[src/rtl/bcd_scan_display.sv]
// bcd_scan_display: snapshots a BCD counter chain once per scan frame and
// drives a time-multiplexed common-anode 7-segment display (active-low pins).
// Optional feature macro: LEADING_ZERO_BLANK_EN (suppresses leading zeros).
module bcd_scan_display #(
  parameter int unsigned NUM_DIGITS  = 4,
  parameter int unsigned REFRESH_DIV = 1000
) (
  input  logic                    clk,
  input  logic                    rstn,
  input  logic [4*NUM_DIGITS-1:0] digits,
  input  logic [NUM_DIGITS-1:0]   dp_mask,
  input  logic                    hold,
  input  logic                    blank,
  output logic [6:0]              seg,
  output logic                    dp,
  output logic [NUM_DIGITS-1:0]   an,
  output logic                    frame
);

  localparam int unsigned PW = (REFRESH_DIV > 1) ? $clog2(REFRESH_DIV) : 1;
  localparam int unsigned IW = (NUM_DIGITS > 1) ? $clog2(NUM_DIGITS) : 1;

  logic [PW-1:0]           presc_q;
  logic [IW-1:0]           idx_q;
  logic [4*NUM_DIGITS-1:0] snap_q;
  logic [NUM_DIGITS-1:0]   snap_dp_q;

  logic                    presc_last_c;
  logic                    idx_last_c;
  logic                    wrap_c;
  logic [3:0]              cur_c;
  logic                    cur_dp_c;
  logic                    cur_lz_c;
  logic [6:0]              dec_c;
  logic [6:0]              seg_c;
  logic [NUM_DIGITS-1:0]   an_c;

  assign presc_last_c = (presc_q == PW'(REFRESH_DIV - 1));
  assign idx_last_c   = (idx_q == IW'(NUM_DIGITS - 1));
  assign wrap_c       = presc_last_c && idx_last_c;

`ifdef LEADING_ZERO_BLANK_EN
  logic [NUM_DIGITS-1:0] lz_c;
  logic                  zacc_c;

  // lz_c[k]: snapshot digit k and every digit above it are zero
  always_comb begin
    lz_c   = '0;
    zacc_c = 1'b1;
    for (int k = NUM_DIGITS - 1; k >= 0; k--) begin
      zacc_c  = zacc_c && (snap_q[4*k +: 4] == 4'd0);
      lz_c[k] = zacc_c;
    end
  end
`endif

  // Select the snapshot digit, its dp bit and blanking flag for the current slot
  always_comb begin
    cur_c    = 4'd0;
    cur_dp_c = 1'b0;
    cur_lz_c = 1'b0;
    for (int k = 0; k < NUM_DIGITS; k++) begin
      if (idx_q == IW'(k)) begin
        cur_c    = snap_q[4*k +: 4];
        cur_dp_c = snap_dp_q[k];
`ifdef LEADING_ZERO_BLANK_EN
        cur_lz_c = (k != 0) && lz_c[k];
`endif
      end
    end
  end

  // BCD to active-low segments {g,f,e,d,c,b,a}; invalid codes show a dash
  always_comb begin
    dec_c = 7'h3F;
    case (cur_c)
      4'd0:    dec_c = 7'h40;
      4'd1:    dec_c = 7'h79;
      4'd2:    dec_c = 7'h24;
      4'd3:    dec_c = 7'h30;
      4'd4:    dec_c = 7'h19;
      4'd5:    dec_c = 7'h12;
      4'd6:    dec_c = 7'h02;
      4'd7:    dec_c = 7'h78;
      4'd8:    dec_c = 7'h00;
      4'd9:    dec_c = 7'h10;
      default: dec_c = 7'h3F;
    endcase
  end

  // Next segment/anode values; a blanked leading zero keeps its anode only for a lit dp
  always_comb begin
    seg_c = dec_c;
    an_c  = ~(NUM_DIGITS'(1) << idx_q);
    if (cur_lz_c) begin
      seg_c = 7'h7F;
      if (!cur_dp_c) an_c = '1;
    end
    if (blank) an_c = '1;
  end

  // Prescaler, scan index and frame snapshot
  always_ff @(posedge clk or negedge rstn) begin
    if (!rstn) begin
      presc_q   <= '0;
      idx_q     <= '0;
      snap_q    <= '0;
      snap_dp_q <= '0;
      frame     <= 1'b0;
    end else begin
      presc_q <= presc_last_c ? '0 : presc_q + PW'(1);
      if (presc_last_c) idx_q <= idx_last_c ? '0 : idx_q + IW'(1);
      if (wrap_c && !hold) begin
        snap_q    <= digits;
        snap_dp_q <= dp_mask;
      end
      frame <= wrap_c && !hold;
    end
  end

  // Registered display pins, one cycle behind the scan index
  always_ff @(posedge clk or negedge rstn) begin
    if (!rstn) begin
      seg <= 7'h7F;
      dp  <= 1'b1;
      an  <= '1;
    end else begin
      seg <= seg_c;
      dp  <= ~cur_dp_c;
      an  <= an_c;
    end
  end

endmodule

[config.mk]
export PLATFORM = sky130hd
export DESIGN_NAME = bcd_scan_display
export DESIGN_NICKNAME = d
export VERILOG_FILES = /design/src/rtl/bcd_scan_display.sv
export SDC_FILE = /design/constraint.sdc
export NUM_CORES = 1
export LEC_CHECK = 0
export CAP_MARGIN = 40
export CORE_ASPECT_RATIO = 1.75
export CORE_MARGIN = 2
export CORE_UTILIZATION = 46
export CTS_CLUSTER_SIZE = 8
export DETAILED_ROUTE_END_ITERATION = 7
export PLACE_DENSITY = 0.74
export SLEW_MARGIN = 20
export SYNTH_ARGS = -nofsm -noshare
export SYNTH_HDL_FRONTEND = slang
export SYNTH_SLANG_ARGS = --single-unit
export TNS_END_PERCENT = 10
[constraint.sdc]
create_clock -name clk -period 2 [get_ports clk]
set_input_delay 0.4 -clock clk [delete_from_list [all_inputs] [get_ports clk]]
set_output_delay 0.4 -clock clk [all_outputs]
set_load 0.05 [all_outputs]
==> metrics.txt <==
placed insts 250; min-delay worst type in2async; status complete, no violations; CP max-delay cell dfrtp_2; Port Buffers 36; DR iter-0 viols 35; Worst-Margin Slew 0.499 ns; delay of the slowest critical-path stage 0.44 ns; worst-skew pair later-pin latency roughly 0.3 ns; CP top delay family compound AO/OA/AOI/OAI gates; Synth area leader dfrtp_1; synthesis-stage register bit count 45; P&R area growth vs syn 35.5%; fin nets approximately 250; Worst Path Arrival 2.17 ns; CTS tree yes; layout cell share with drive strength beyond 1 0.407; ys flop type dfrtp_1; Clock Path Buffers 2; Cells after Synth 160; Max FO, Critical Path 5; post-synthesis cell area 1990 um^2; RSZ-0062 raised after global routing yes; async set-reset flop share out of synthesis 1.00; r2r setup slk 0.03 ns; Final min period 1.97 ns; Pwr Density 574 nW/um^2; Synth area leaders dfrtp_1 41%, dfstp_2 16%, mux2_2 11%; cts bufs inserted 5; largest net degree at the start of global routing 25; Final GP Congestion 0.777; die area 4900 um^2; gr ovfl total 0; initial antenna violation count 0; CTS H-tree lvls 2; GRT Resource Usage Total 0.198; WP data required 2.20 ns; synth unique cells 40; die height 91.1 um; Post-synth top cells 33 x dfrtp_1, 19 x mux2_2, 12 x dfstp_2; DRT Pass-1 Iters 5; VDD IR max 520 uV; initial core utilization 0.481; Post-synth EDFFs 0; io pins 37; Tcrit/Tclk final 0.985; via/cell ratio 5.58; global-route wire length before repair between 6000 and 7000 um; critical-path cell list buf_6 > ha_4 > nand3b_1 > a221oi_4 > a21oi_2 > or2_4 > o211ai_1; Rel. slew slack 0.667; Row Count 31; Buf/Inv on CP 1; Startpoint Class register; clock slew at reported path FFs 0.08 ns; post-synthesis sequential area ratio 0.572; final wirelength 4470 um; HPWL Detailed between 3000 and 4000 um; Hold WS approximately 0.058 ns; Final Hold Violating Endpoints 0; CTS Root Buffer Type clkbuf_8; core region area roughly 4200 um^2; Crit Reg-Reg Endpoint seg[3]; WL/cell around 17 um; Pleak 0.00120 uW; most frequent cell after synthesis dfrtp_1; Setup Viol. Count Final 0; worst r2r path cells 7; crit end category register; clk_skew between 0.006 and 0.007 ns; Routed Antenna Nets 0; final non-filler cell total 265; Antenna Cells 0; f_max 508 MHz; Max Cap Viol 0; Mapped Nets 190; max-slew violations 0; DRC violations left 0; die width 53.8 um; average size of a mapped cell approximately 12 um^2; crit path kind reg2reg; Num Clock Sinks 45; yosys warns 0; DR vias 1478; vias in the first global route 1496; share of the synthesized area in the top cell type 0.414; FF-to-FF Start idx_q[0]
final cells by class:
| type | instances | area [um^2] |
|---|---|---|
| Clock buffer | 8 | 90.1 |
| Sequential cell | 45 | 1140 |
| Inverter | 4 | 15.0 |
| Timing Repair Buffer | 54 | 489 |
| Multi-Input combinational cell | 105 | 903 |
| Fill cell | 306 | 1450 |
| Tap cell | 49 | 61.3 |
cells by family after synthesis:
group                      count (synthesis)  synth area share
adders and majority gates                  6            0.0376
AOI/OAI and AO/OA                         27            0.0960
buffers and inverters                     10            0.0270
and+or+nand+nor                           48             0.138
xor gates and xnor gates                   5            0.0220
muxes                                     19             0.107
DFF                                       45             0.572
worst reg2reg max path: stages (launching register included):
cell and delay [ns]:
dfrtp_2 0.44, buf_6 0.13, ha_4 0.17, nand3b_1 0.20
a221oi_4 0.40, a21oi_2 0.10, or2_4 0.29, o211ai_1 0.13
flip-flops by register name, summed over array words and instances (netlist names):
signal	cells
frame	1
snap_dp_q	4
idx_q	2
presc_q	10
an	4
dp	1
snap_q	16
seg	7
routing by layer:
layer,wire length [um],part of all wire,track usage
met1,1530,0.34,0.206
met2,2620,0.59,0.359
met3,202,0.045,0.0444
met4,109,0.024,0.0769
met5,0,0,0
timing repair:
action,in CTS,in global routing
resized for setup,5,19
setup endpoints to repair,2,26
pin swaps,3,6
hold buffers,0,0
buffers inserted,2,5
report_power, final:
part	switching (uW)	internal [uW]	leakage, uW
logic	29.3	44.7	0.000595
clock network	282	282	0.0000455
registers	0.330	912	0.000563
total	312	1240	0.00120
metrics by stage:
stage                util  worst slack [ns]  cell area (um^2)  total power [uW]  TNS, ns
global route        0.651           -0.0306              2700              1620  -0.0673
detailed placement  0.590           -0.0506              2450              1010  -0.0960
global placement    0.590            0.0700              2450              1000        0
floorplan               -             0.113              1990               936        0
CTS                 0.622            0.0131              2580              1570        0
finish              0.651            0.0301              2700              1550        0
how the worst max path moves through the flow:
| stage | start | to | slack (ns) | depth (start not counted) |
|---|---|---|---|---|
| CTS | idx_q[0] | seg[3] | 0.01 | 7 |
| finish | idx_q[0] | seg[3] | 0.03 | 7 |
| global placement | idx_q[0] | seg[3] | 0.07 | 7 |
| detailed placement | idx_q[0] | seg[3] | -0.05 | 7 |
| global route | idx_q[0] | seg[3] | -0.03 | 7 |
| floorplan | presc_q[0] | snap_dp_q[2] | 0.11 | 6 |
placed cells by master (no fill, tap or decap), drive strengths merged, types with 2 or more instances in the layout:
cell type / n
a21oi: 8
a221oi: 4
and3: 2
buf: 31
clkbuf: 8
clkdlybuf4s50: 23
dfrtp: 33
dfstp: 12
ha: 6
inv: 4
mux2: 19
nand2: 7
nand2b: 7
nand3: 8
nor2: 8
nor2b: 3
nor3b: 2
o21ai: 5
o22ai: 2
or2: 4
or3: 3
xnor2: 3
xor2: 2
Power figures use the tool's default switching activity.
